[config.mk]
export PLATFORM = sky130hd
export DESIGN_NAME = serial_add_sub_flat
export DESIGN_NICKNAME = d
export VERILOG_FILES = /design/src/rtl/serial_add_sub_if.sv /design/src/rtl/serial_add_sub.sv /design/src/flat_wrapper.sv
export SDC_FILE = /design/constraint.sdc
export NUM_CORES = 1
export LEC_CHECK = 0
export ABC_AREA = 0
export CAP_MARGIN = 15
export CORE_ASPECT_RATIO = 0.6
export CORE_MARGIN = 8
export CORE_UTILIZATION = 40
export CTS_CLUSTER_SIZE = 30
export DETAILED_ROUTE_END_ITERATION = 7
export GPL_TIMING_DRIVEN = 0
export SLEW_MARGIN = 0
export SYNTH_ARGS = -nofsm -noshare
export SYNTH_HDL_FRONTEND = slang
export SYNTH_SLANG_ARGS = --single-unit
[constraint.sdc]
create_clock -name clk -period 4 [get_ports clk]
set_input_delay 0.8 -clock clk [delete_from_list [all_inputs] [get_ports clk]]
set_output_delay 0.8 -clock clk [all_outputs]
set_load 0.05 [all_outputs]
[src/rtl/serial_add_sub_if.sv]
// Handshake and operand/result bundle for serial_add_sub.
// The master side issues requests; the slave side is the arithmetic unit.
interface serial_add_sub_if #(
  parameter int WIDTH = 8
);
  logic             start;
  logic             mode;
  logic [WIDTH-1:0] a;
  logic [WIDTH-1:0] b;
  logic             cin;
  logic             busy;
  logic             done;
  logic [WIDTH-1:0] result;
  logic             cout;
  logic             overflow;

  modport master (
    output start, mode, a, b, cin,
    input  busy, done, result, cout, overflow
  );

  modport slave (
    input  start, mode, a, b, cin,
    output busy, done, result, cout, overflow
  );
endinterface

[src/rtl/serial_add_sub.sv]
// Multi-cycle adder/subtractor: DIGITS bits per clock, LSB first.
// The carry/borrow is chained through one register between slices.
module serial_add_sub #(
  parameter int WIDTH  = 8,
  parameter int DIGITS = 1
) (
  input  logic            clk,
  input  logic            rst,
  serial_add_sub_if.slave bus
);

  localparam int N  = WIDTH / DIGITS;
  localparam int KW = (N > 1) ? $clog2(N) : 1;

  generate
    if (WIDTH < 2 || DIGITS < 1 || (WIDTH % DIGITS) != 0) begin : g_bad_params
      $error("serial_add_sub: WIDTH must be >= 2 and divisible by DIGITS");
    end
  endgenerate

  typedef enum logic [1:0] {
    IDLE = 2'd0,
    RUN  = 2'd1,
    DONE = 2'd2
  } state_t;

  state_t           state_q, state_d;
  logic [WIDTH-1:0] a_q, a_d;
  logic [WIDTH-1:0] b_q, b_d;
  logic             mode_q, mode_d;
  logic             chain_q, chain_d;
  logic [KW-1:0]    k_q, k_d;
  logic [WIDTH-1:0] acc_q, acc_d;
  logic [WIDTH-1:0] result_q, result_d;
  logic             cout_q, cout_d;
  logic             overflow_q, overflow_d;

  logic [DIGITS-1:0] slice_sum;
  logic              slice_carry;
  logic              slice_carry_top;
  logic [WIDTH-1:0]  acc_shifted;
  logic              last_slice;

  // Operands shift right each slice, so the current slice always sits in the low DIGITS bits.
  always_comb begin
    logic c;
    c               = chain_q;
    slice_sum       = '0;
    slice_carry_top = 1'b0;
    for (int i = 0; i < DIGITS; i++) begin
      if (i == DIGITS - 1) begin
        slice_carry_top = c;
      end
      slice_sum[i] = a_q[i] ^ b_q[i] ^ c;
      if (mode_q) begin
        c = (~a_q[i] & b_q[i]) | (~(a_q[i] ^ b_q[i]) & c);
      end else begin
        c = (a_q[i] & b_q[i]) | ((a_q[i] ^ b_q[i]) & c);
      end
    end
    slice_carry = c;
  end

  assign acc_shifted = (acc_q >> DIGITS) | (WIDTH'(slice_sum) << (WIDTH - DIGITS));
  assign last_slice  = (k_q == KW'(N - 1));

  always_comb begin
    state_d    = state_q;
    a_d        = a_q;
    b_d        = b_q;
    mode_d     = mode_q;
    chain_d    = chain_q;
    k_d        = k_q;
    acc_d      = acc_q;
    result_d   = result_q;
    cout_d     = cout_q;
    overflow_d = overflow_q;

    unique case (state_q)
      IDLE, DONE: begin
        if (bus.start) begin
          state_d = RUN;
          a_d     = bus.a;
          b_d     = bus.b;
          mode_d  = bus.mode;
          chain_d = bus.cin;
          k_d     = '0;
          acc_d   = '0;
        end else begin
          state_d = IDLE;
        end
      end

      RUN: begin
        a_d     = a_q >> DIGITS;
        b_d     = b_q >> DIGITS;
        chain_d = slice_carry;
        acc_d   = acc_shifted;
        k_d     = k_q + KW'(1);
        // On the final slice the MSB of each original operand is in bit DIGITS-1.
        if (last_slice) begin
          state_d  = DONE;
          result_d = acc_shifted;
          cout_d   = slice_carry;
          if (mode_q) begin
            overflow_d = (a_q[DIGITS-1] ^ b_q[DIGITS-1]) &
                         (slice_sum[DIGITS-1] ^ a_q[DIGITS-1]);
          end else begin
            overflow_d = slice_carry_top ^ slice_carry;
          end
        end
      end

      default: state_d = IDLE;
    endcase
  end

  always_ff @(posedge clk) begin
    if (rst) begin
      state_q    <= IDLE;
      a_q        <= '0;
      b_q        <= '0;
      mode_q     <= 1'b0;
      chain_q    <= 1'b0;
      k_q        <= '0;
      acc_q      <= '0;
      result_q   <= '0;
      cout_q     <= 1'b0;
      overflow_q <= 1'b0;
    end else begin
      state_q    <= state_d;
      a_q        <= a_d;
      b_q        <= b_d;
      mode_q     <= mode_d;
      chain_q    <= chain_d;
      k_q        <= k_d;
      acc_q      <= acc_d;
      result_q   <= result_d;
      cout_q     <= cout_d;
      overflow_q <= overflow_d;
    end
  end

  assign bus.busy     = (state_q == RUN);
  assign bus.done     = (state_q == DONE);
  assign bus.result   = result_q;
  assign bus.cout     = cout_q;
  assign bus.overflow = overflow_q;

endmodule

[src/flat_wrapper.sv]
// flat-port wrapper written by rule: the top's interface ports become plain ports
module serial_add_sub_flat 
#(
  parameter int WIDTH  = 8,
  parameter int DIGITS = 1
)
  (clk, rst, bus_start, bus_mode, bus_a, bus_b, bus_cin, bus_busy, bus_done, bus_result, bus_cout, bus_overflow);
  serial_add_sub_if #(.WIDTH(WIDTH)) bus_i ();
  input  logic clk;
  input  logic rst;
  input wire logic [$bits(bus_i.start)-1:0] bus_start;
  input wire logic [$bits(bus_i.mode)-1:0] bus_mode;
  input wire logic [$bits(bus_i.a)-1:0] bus_a;
  input wire logic [$bits(bus_i.b)-1:0] bus_b;
  input wire logic [$bits(bus_i.cin)-1:0] bus_cin;
  output wire logic [$bits(bus_i.busy)-1:0] bus_busy;
  output wire logic [$bits(bus_i.done)-1:0] bus_done;
  output wire logic [$bits(bus_i.result)-1:0] bus_result;
  output wire logic [$bits(bus_i.cout)-1:0] bus_cout;
  output wire logic [$bits(bus_i.overflow)-1:0] bus_overflow;
  assign bus_i.start = bus_start;
  assign bus_i.mode = bus_mode;
  assign bus_i.a = bus_a;
  assign bus_i.b = bus_b;
  assign bus_i.cin = bus_cin;
  assign bus_busy = bus_i.busy;
  assign bus_done = bus_i.done;
  assign bus_result = bus_i.result;
  assign bus_cout = bus_i.cout;
  assign bus_overflow = bus_i.overflow;
  serial_add_sub #(.WIDTH(WIDTH), .DIGITS(DIGITS)) u_core (.clk(clk), .rst(rst), .bus(bus_i));
endmodule
# Word-level counts from Yosys, hierarchy flattened
# Cells that the tools add are included.
totals:
  regBits: 41
  word_cells: 51
  in_bits: 21
op_classes:
  bitwise: 14
  n_addsub: 1
  n_eq_ne: 5
  muxes: 15
  reduce_logical: 6
ops:
  columns: ["op", "count"]
  rows:
  - ["case mux 8 bit (2 select lines)", 3]
  - ["2-to-1 mux 8 bit", 3]
  - ["OR 7 x 8 -> 8 bit", 1]
  - ["case mux 3 bit (2 select lines)", 1]
  - ["AND reduction 2 bit", 3]
  - ["bitwise AND 1 bit", 5]
  - ["2-to-1 mux 1 bit", 4]
  - ["case mux 2 bit (2 select lines)", 1]
  - ["bitwise XOR 1 bit", 4]
  - ["adder 3 x 1 -> 3 bit (second input constant)", 1]
  - ["equality test 3 bit (second input constant)", 1]
  - ["2-to-1 mux 3 bit", 1]
  - ["equality test 2 x 1 -> 1 bit (second input constant)", 1]
  - ["equality test 2 bit (second input constant)", 1]
  - ["logical NOT 2 bit", 1]
  - ["2-to-1 mux 2 bit", 1]
  - ["!= test 2 x 1 -> 1 bit (second input constant)", 1]
  - ["!= test 2 bit (second input constant)", 1]
  - ["inverter 1 bit", 2]
  - ["OR 1 bit", 2]
  - ["case mux 1 bit (2 select lines)", 1]
  - ["nonzero test 2 bit", 1]
  - ["OR reduction 2 bit", 1]

# Longest topological paths before layout
# Gate-level depths: netlist (run 1).
logic_depth:
  word_depth: 7
  ltp_mapped: 6
  mapped_depth_nobuf: 5

# Worst setup path after synthesis (run 1)
# No wires, ideal clock.
synth_path:
  kind: "reg2out"
  start: "reg u_core.state_q[1]"
  end: "out bus_done"
  n_path_buf: 0
  arrival_ps: 1037
  path_slack_ps: 2163
  path_stages_with_launch: 2
  cell_sequence: "dfxtp_1 > nor2b_1"
synth_between:
  elab_chain_cells: 1
synth_rtl:
  columns: ["element", "line", "source"]
  rows:
  - ["start, declared", "serial_add_sub.sv:27", "state_t state_q, state_d;"]
  - ["start signal, assigned", "serial_add_sub.sv:131", "state_q <= state_d;"]
  - ["equality test 2 bit", "serial_add_sub.sv:145", "assign bus.done = (state_q == DONE);"]
  - ["end, declared", "flat_wrapper.sv:17", "output wire logic [$bits(bus_i.done)-1:0] bus_done;"]
# Every way passes these cells.

# Final worst setup path (run 1)
layout_path:
  start: "reg u_core.state_q[0]"
  end: "out bus_busy"
layout_between:
  elab_chain_cells: 1
layout_rtl:
  columns: ["element", "line", "source"]
  rows:
  - ["equality test 2 x 1 -> 1 bit", "serial_add_sub.sv:144", "assign bus.busy = (state_q == RUN);"]
  - ["end, declared", "flat_wrapper.sv:16", "output wire logic [$bits(bus_i.busy)-1:0] bus_busy;"]
# Every way passes these cells.

==> metrics.txt, run 1 <==
run status=completed; mapped cell area=between 1500 and 2000 um2; Hold Vio Cnt, Final=0; Yosys top cell area share=between 40% and 50%; gp weighted congestion=0.733; I/O pin count=33; Yosys top cell by area=dfxtp_1; switching share of power=roughly 26%; drt total wl=around 4.0 mm; worst reg-to-reg path cell count=5; Reg clk slew, reported paths=0.08 ns; area delta synth->final=28.3%; Placed Instance Area=approximately 2100 um2; Net count, final=270; Mapped Nets=between 200 and 250; Crit Reg-Reg Endpoint=u_core.bus.overflow; H-tree depth=2; Power Density=~380 nW/um2; Cell variety after synth=24; final worst path period share=between 70% and 80%; clock share of power=between 30 and 40%; Tightest Hold Check Type=flip-flop to flip-flop; grt ovf=0; leakage=between 0.7 and 0.8 nW; Max Freq=about 350 MHz; first-pass GRT wire length=a little under 7 mm; r2r setup slk=between 2 and 2.5 ns; CTS Hold Bufs=0; FF+latch area=approximately 800 um2; Via density=4.78; Yosys warning count=0; Slew Viols, Final=0; detailed placer's ending HPWL=just under 3 mm; Iter 0 DRT Violations=54; CTS Buf Count=5; Global Route Usage Sum=between 10% and 20%; Die X=about 100 um; # clock sinks=40; Placeable Area=roughly 4100 um2; fin area=roughly 2200 um2; Initial Util=just over 40%; # fillers=around 420; Critical Path End=bus_busy; max-cap violations=0; Area contributors post-synth=dfxtp_1 47%, nand2_1 13%, a311oi_1 7.3%, a21oi_1 6.8%, nand3_1 3.9%; via count=between 1000 and 1500; Critical Path Start Type=flip-flop; vias in the first global route=1413; Final min period=between 2 and 3 ns; Synth Area in Compound Gates=between 10% and 20%; Cells after Synth=just over 200; Comb power frac=between 10% and 20%; initial antenna violation count=0; # setup viols final=0; Worst Tran Pin Value=approximately 0.52 ns; Setup Buffers After CTS=0; pin count of the biggest net entering global routing=13; setup TNS=0 ns; adder-cell share of the synthesized area=under 10%; Crit Path Class=flip-flop to output pin; Rows=18; Setup crit start=u_core.state_q[0]; full die area=6620 um2; die span in y=around 66 um; Avg Cell Area, Syn=roughly 8.2 um2; Post-Synth Simple-Gate Area=between 20% and 30%; n_diodes=0; WP data arrival=~2 ns; Clock Path Buffers=2; TritonCTS clock tree=yes; main combinational cell family by area after synthesis=simple AND/OR/NAND/NOR gates; Seq cells post-synth=40; CP Capture Type=output pin; Final Util=around 53%; largest fanout on the critical path=10; Post-Place Worst Slack=1.45 ns; DRC Markers=0; post-route antenna net violation count=0; switching pwr=0.000212 W; relative slew slack=between 60% and 70%; Max VDD drop=~0.19 mV; post-synthesis sequential area ratio=between 40% and 50%; 1st-pass router iterations=4; worst r2r src=u_core.chain_q; post-synthesis xor/xnor area fraction=1.04%; part of the power in registers=between 50% and 60%; fraction of layout cells with a size suffix above 1=8.57%; mux share of post-synthesis cell area=less than 1%; Req. time, crit path=3.20 ns; Port Buf Inserts=31; multi-input logic area=778 um2; cts repair resizes=0; Root Buffer=clkbuf_8; RSZ-0062 raised after global routing=no; Pint=a little over 0.0006 W; worst skew pair latency=roughly 0.28 ns; clk_skew=about 0.0023 ns; final worst setup slack=~1.2 ns; routed len/inst=13.3 um
## metal layers
layer / up-vias / wire length [um] / GRT usage [%]
li1: 770 / - / -
met1: 664 / 2230 / 18.0
met2: 23 / 1560 / 17.9
met3: 2 / 231 / 5.15
met4: 0 / 22 / 2.81
met5: - / 0 / 0
## layout by cell type, fill, tap and decap left out, types with 2 or more instances in the layout
master and n:
nor2_1 17, ha_1 3, clkbuf_8 6, xor2_1 2, clkdlybuf4s50_1 31, nand2_1 59, fa_1 2, buf_2 6
buf_4 5, clkinv_2 2, a21oi_1 23, nor2b_1 3, dfxtp_1 40, nand3_1 13, clkbuf_1 4, a311oi_1 14
nand2b_1 3, inv_1 3
## cell usage after synthesis
cell / n
a21oi_1: 23
nand3_1: 13
buf_6: 1
dfxtp_1: 40
clkbuf_1: 4
a2bb2oi_1: 1
nand2b_1: 3
and3b_1: 1
mux2i_1: 1
nor2b_1: 3
a311oi_1: 14
nor2_1: 17
xor2_1: 2
inv_2: 1
a22oi_1: 1
ha_1: 3
nand2_1: 59
a211oi_1: 1
buf_2: 6
o21a_1: 1
nand3b_1: 1
buf_4: 5
fa_1: 2
inv_1: 3
## cell families after synthesis
logic type,after synthesis
AND/OR/NAND/NOR,97
AO/OA/AOI/OAI,41
flip-flops,40
buffers and inverters,20
adder cells (fa/ha/maj),5
XOR/XNOR,2
multiplexers,1
## stage by stage
step	std cells	hold WS, ns	power (W)
5_1_grt	305	0.476	0.000863
3_5_place_dp	297	0.446	0.000558
6_report	305	0.456	0.000821
3_3_place_gp	297	0.444	0.000558
2_1_floorplan	206	0.432	0.000514
4_1_cts	305	0.458	0.000830
## sequential cells by signal, summed over array words and instances, names as in the netlist
signal and cells:
u_core.a_q 8, u_core.b_q 8, u_core.bus.result 8, u_core.acc_q 7, u_core.k_q 3, u_core.state_q 2
u_core.bus.cout 1, u_core.bus.overflow 1, u_core.chain_q 1, u_core.mode_q 1
## worst min path at each step
| stage | startpoint | to | slack [ns] | cells after the start |
|---|---|---|---|---|
| floorplan | u_core.acc_q[1] | u_core.bus.result[0] | 0.43 | 2 |
| global placement | u_core.acc_q[1] | u_core.bus.result[0] | 0.44 | 2 |
| detailed placement | u_core.bus.result[5] | u_core.bus.result[5] | 0.45 | 2 |
| CTS | u_core.bus.result[5] | u_core.bus.result[5] | 0.46 | 2 |
| global route | u_core.bus.result[5] | u_core.bus.result[5] | 0.48 | 2 |
| finish | u_core.bus.result[5] | u_core.bus.result[5] | 0.46 | 2 |
## cell type report
cell class                 instances  share of cell area, %
sequential                        40                   37.0
multi-input combinational        146                   35.9
timing repair buffer              31                   14.3
buffer                            16                   4.33
clock buffer                       6                   3.81
tap                               60                   3.47
inverter                           4                  0.693
clock inverter                     2                  0.462
## critical path, cell delays in order (launching register included)
cell,delay (ns)
dfxtp_1,0.41
nand2b_1,0.07
buf_4,0.16
inv_2,0.06
buf_2,0.21
clkdlybuf4s50_1,0.84
## power by group through the flow
stage                     Sequential, W  Clock (W)  Combinational (W)
after floorplan                0.000436          0          0.0000777
after global placement         0.000439          0           0.000119
after detailed placement       0.000439          0           0.000118
after CTS                      0.000430   0.000281           0.000119
after global routing           0.000433   0.000298           0.000132
final                          0.000430   0.000272           0.000118
Power figures use the tool's default switching activity.
==> inputs of run 2 (changes only) <==
- PLACE_DENSITY: not set -> 0.67
- clock period: 4 -> 2.4 ns (I/O delays scaled with it)
==> run 2 against run 1 <==
Net effect: routed wire length up 2.9%; clock power up 49%; sequential share of layout area up 0.43 points; flip-flop and latch count unchanged; non-clock buffer count unchanged.
==> metrics.txt, run 2 (synthesized netlist as in run 1, its figures left out) <==
part of the power in registers=54.4% (+2.0 points); detailed placer's ending HPWL=2.98 mm (+0.72%); largest fanout on the critical path=10 (unchanged); Pint=0.000972 W (+60%); Max Freq=440 MHz; Iter 0 DRT Violations=84 (+56%); setup TNS=0 ns (unchanged); grt ovf=0 (unchanged); fraction of layout cells with a size suffix above 1=7.44% (-1.1 points); run status=completed; vias in the first global route=1391 (-1.6%); Critical Path, Cell by Cell=nand2b_1 -> buf_4 -> inv_2 -> buf_2 -> dlygate4sd2_1; Via density=5.03 (+5.1%); Req. time, crit path=1.92 ns (-1.28 ns); pin count of the biggest net entering global routing=11 (-2); Post-Place Worst Slack=0.163 ns (-1.29 ns); Final min period=between 2 and 2.5 ns; worst skew pair latency=0.29 ns (about the same); Crit Path Class=flip-flop to output pin; routed len/inst=13.8 um (+3.9%); Tightest Hold Check Type=flip-flop to flip-flop; clock share of power=30.6% (-2.6 points); first-pass GRT wire length=6.81 mm (+0.31%); leakage=0.782 nW (-1.5%); die span in y=66.3 um (unchanged); Placeable Area=4080 um2 (unchanged); final worst setup slack=0.127 ns (-1.03 ns); Reg clk slew, reported paths=0.07 ns (about the same); switching pwr=0.000348 W (+64%); Initial Util=41.4% (unchanged); area delta synth->final=26.8%; max-cap violations=0 (unchanged); n_diodes=0 (unchanged); # clock sinks=40 (unchanged); 1st-pass router iterations=4 (unchanged); slowest stage delay, CP=0.56 ns (-0.28 ns); Setup Buffers After CTS=0 (unchanged); Die X=99.9 um (unchanged); Net count, final=270 (unchanged); CTS Hold Bufs=0 (unchanged); clk_skew=0.00554 ns (+0.00323 ns); # setup viols final=0 (unchanged); switching share of power=26.3% (+0.51 points); initial antenna violation count=0 (unchanged); TritonCTS clock tree=yes; via count=1519 (+4.1%); Clock Path Buffers=2 (unchanged); final worst path period share=about 95%; Slowest-stage cell, CP=dlygate4sd2_1; # fillers=403 (-4.7%); r2r setup slk=0.71 ns (-1.61 ns); Slew Viols, Final=0 (unchanged); Power Density=617 nW/um2 (+63%); CTS Buf Count=5 (unchanged); DRC Markers=0 (unchanged); most common cell after layout, fill and taps aside=nand2_1; Global Route Usage Sum=13.5% (+0.61 points); Hold Vio Cnt, Final=0 (unchanged); H-tree depth=2 (unchanged); Rows=18 (unchanged); CP Capture Type=output pin; gp weighted congestion=0.739 (+0.81%); post-route antenna net violation count=0 (unchanged); I/O pin count=33 (unchanged); Critical Path Start Type=flip-flop; full die area=6620 um2 (unchanged); RSZ-0062 raised after global routing=no; WP data arrival=1.79 ns (-0.25 ns); relative slew slack=66.5% (+1.1 points); commonest non-fill, non-tap cells in the layout=59 x nand2_1, 40 x dfxtp_1, 30 x clkdlybuf4s50_1; Comb power frac=15.0% (+0.6 points); Port Buf Inserts=31 (unchanged); Root Buffer=clkbuf_8; Max VDD drop=0.289 mV (+52%); drt total wl=4.17 mm (+2.9%); Worst Tran Pin Value=0.501 ns (-0.0181 ns)
run 2: cell count changes in the layout (fill, tap and decap cells not counted), sizes merged:
cell and change:
clkbuf -1, clkdlybuf4s50 -1, clkinv -2, dlygate4sd2 +1
run 2: final cells by class:
cell class	count	area, um2	area share (%)
inverter	4	15.0	0.701
tap	60	75.1	3.51
timing repair buffer	31	309	14.4
clock buffer	5	68.8	3.21
multi-input combinational	146	778	36.4
sequential	40	801	37.4
buffer	16	93.8	4.38
run 2: layer usage:
metal  part of all wire [%]  GRT usage (%)  up-vias  wire [um]
met5                      0              0        -          0
met4                    2.3           8.99        0         95
met3                    7.7           5.04        7        321
met2                     37           16.6       51       1550
met1                     53           18.6      697       2200
li1                       -              -      764          -
run 2: what timing repair did:
item / in CTS / in global routing
setup endpoints to repair: 1 / 0
endpoints found under the hold margin: 0 / 0
resized for setup: 1 / 0
run 2: per-stage QoR:
| step | total power (W) | instance area [um2] | cells | hold slack (ns) | util [%] |
|---|---|---|---|---|---|
| global route | 0.00139 | 2140 | 302 | 0.486 | 52.5 |
| detailed placement | 0.000931 | 2070 | 297 | 0.450 | 50.9 |
| global placement | 0.000929 | 2070 | 297 | 0.445 | 50.9 |
| floorplan | 0.000856 | 1690 | 206 | 0.432 | - |
| finish | 0.00132 | 2140 | 302 | 0.455 | 52.5 |
| CTS | 0.00133 | 2140 | 302 | 0.459 | 52.5 |
run 2: power groups by stage:
stage / logic, W / clock network, W / registers, W
2_1_floorplan: 0.000130 / 0 / 0.000727
3_3_place_gp: 0.000197 / 0 / 0.000732
3_5_place_dp: 0.000198 / 0 / 0.000732
4_1_cts: 0.000199 / 0.000415 / 0.000717
5_1_grt: 0.000218 / 0.000447 / 0.000721
6_report: 0.000198 / 0.000404 / 0.000718
run 2: path summary, 6_finish.rpt:
kind	to	depth (start not counted)	start
min reg2reg	u_core.bus.result[6]	2	u_core.bus.result[6]
min	u_core.bus.result[6]	2	u_core.bus.result[6]
max reg2reg	u_core.bus.overflow	5	u_core.chain_q
max	bus_busy	5	u_core.state_q[0]
run 2: critical path: cells and delay by family (launching register included):
family                 cells  cell delay (ns)
AND/OR/NAND/NOR            1             0.08
flip-flops                 1             0.42
buffers and inverters      4             1.00
==> inputs of run 3 (changes only) <==
- SKIP_LAST_GASP: not set -> 1
==> results of run 3 <==
The final DEF is identical to that of run 2; final timing and power are the same.
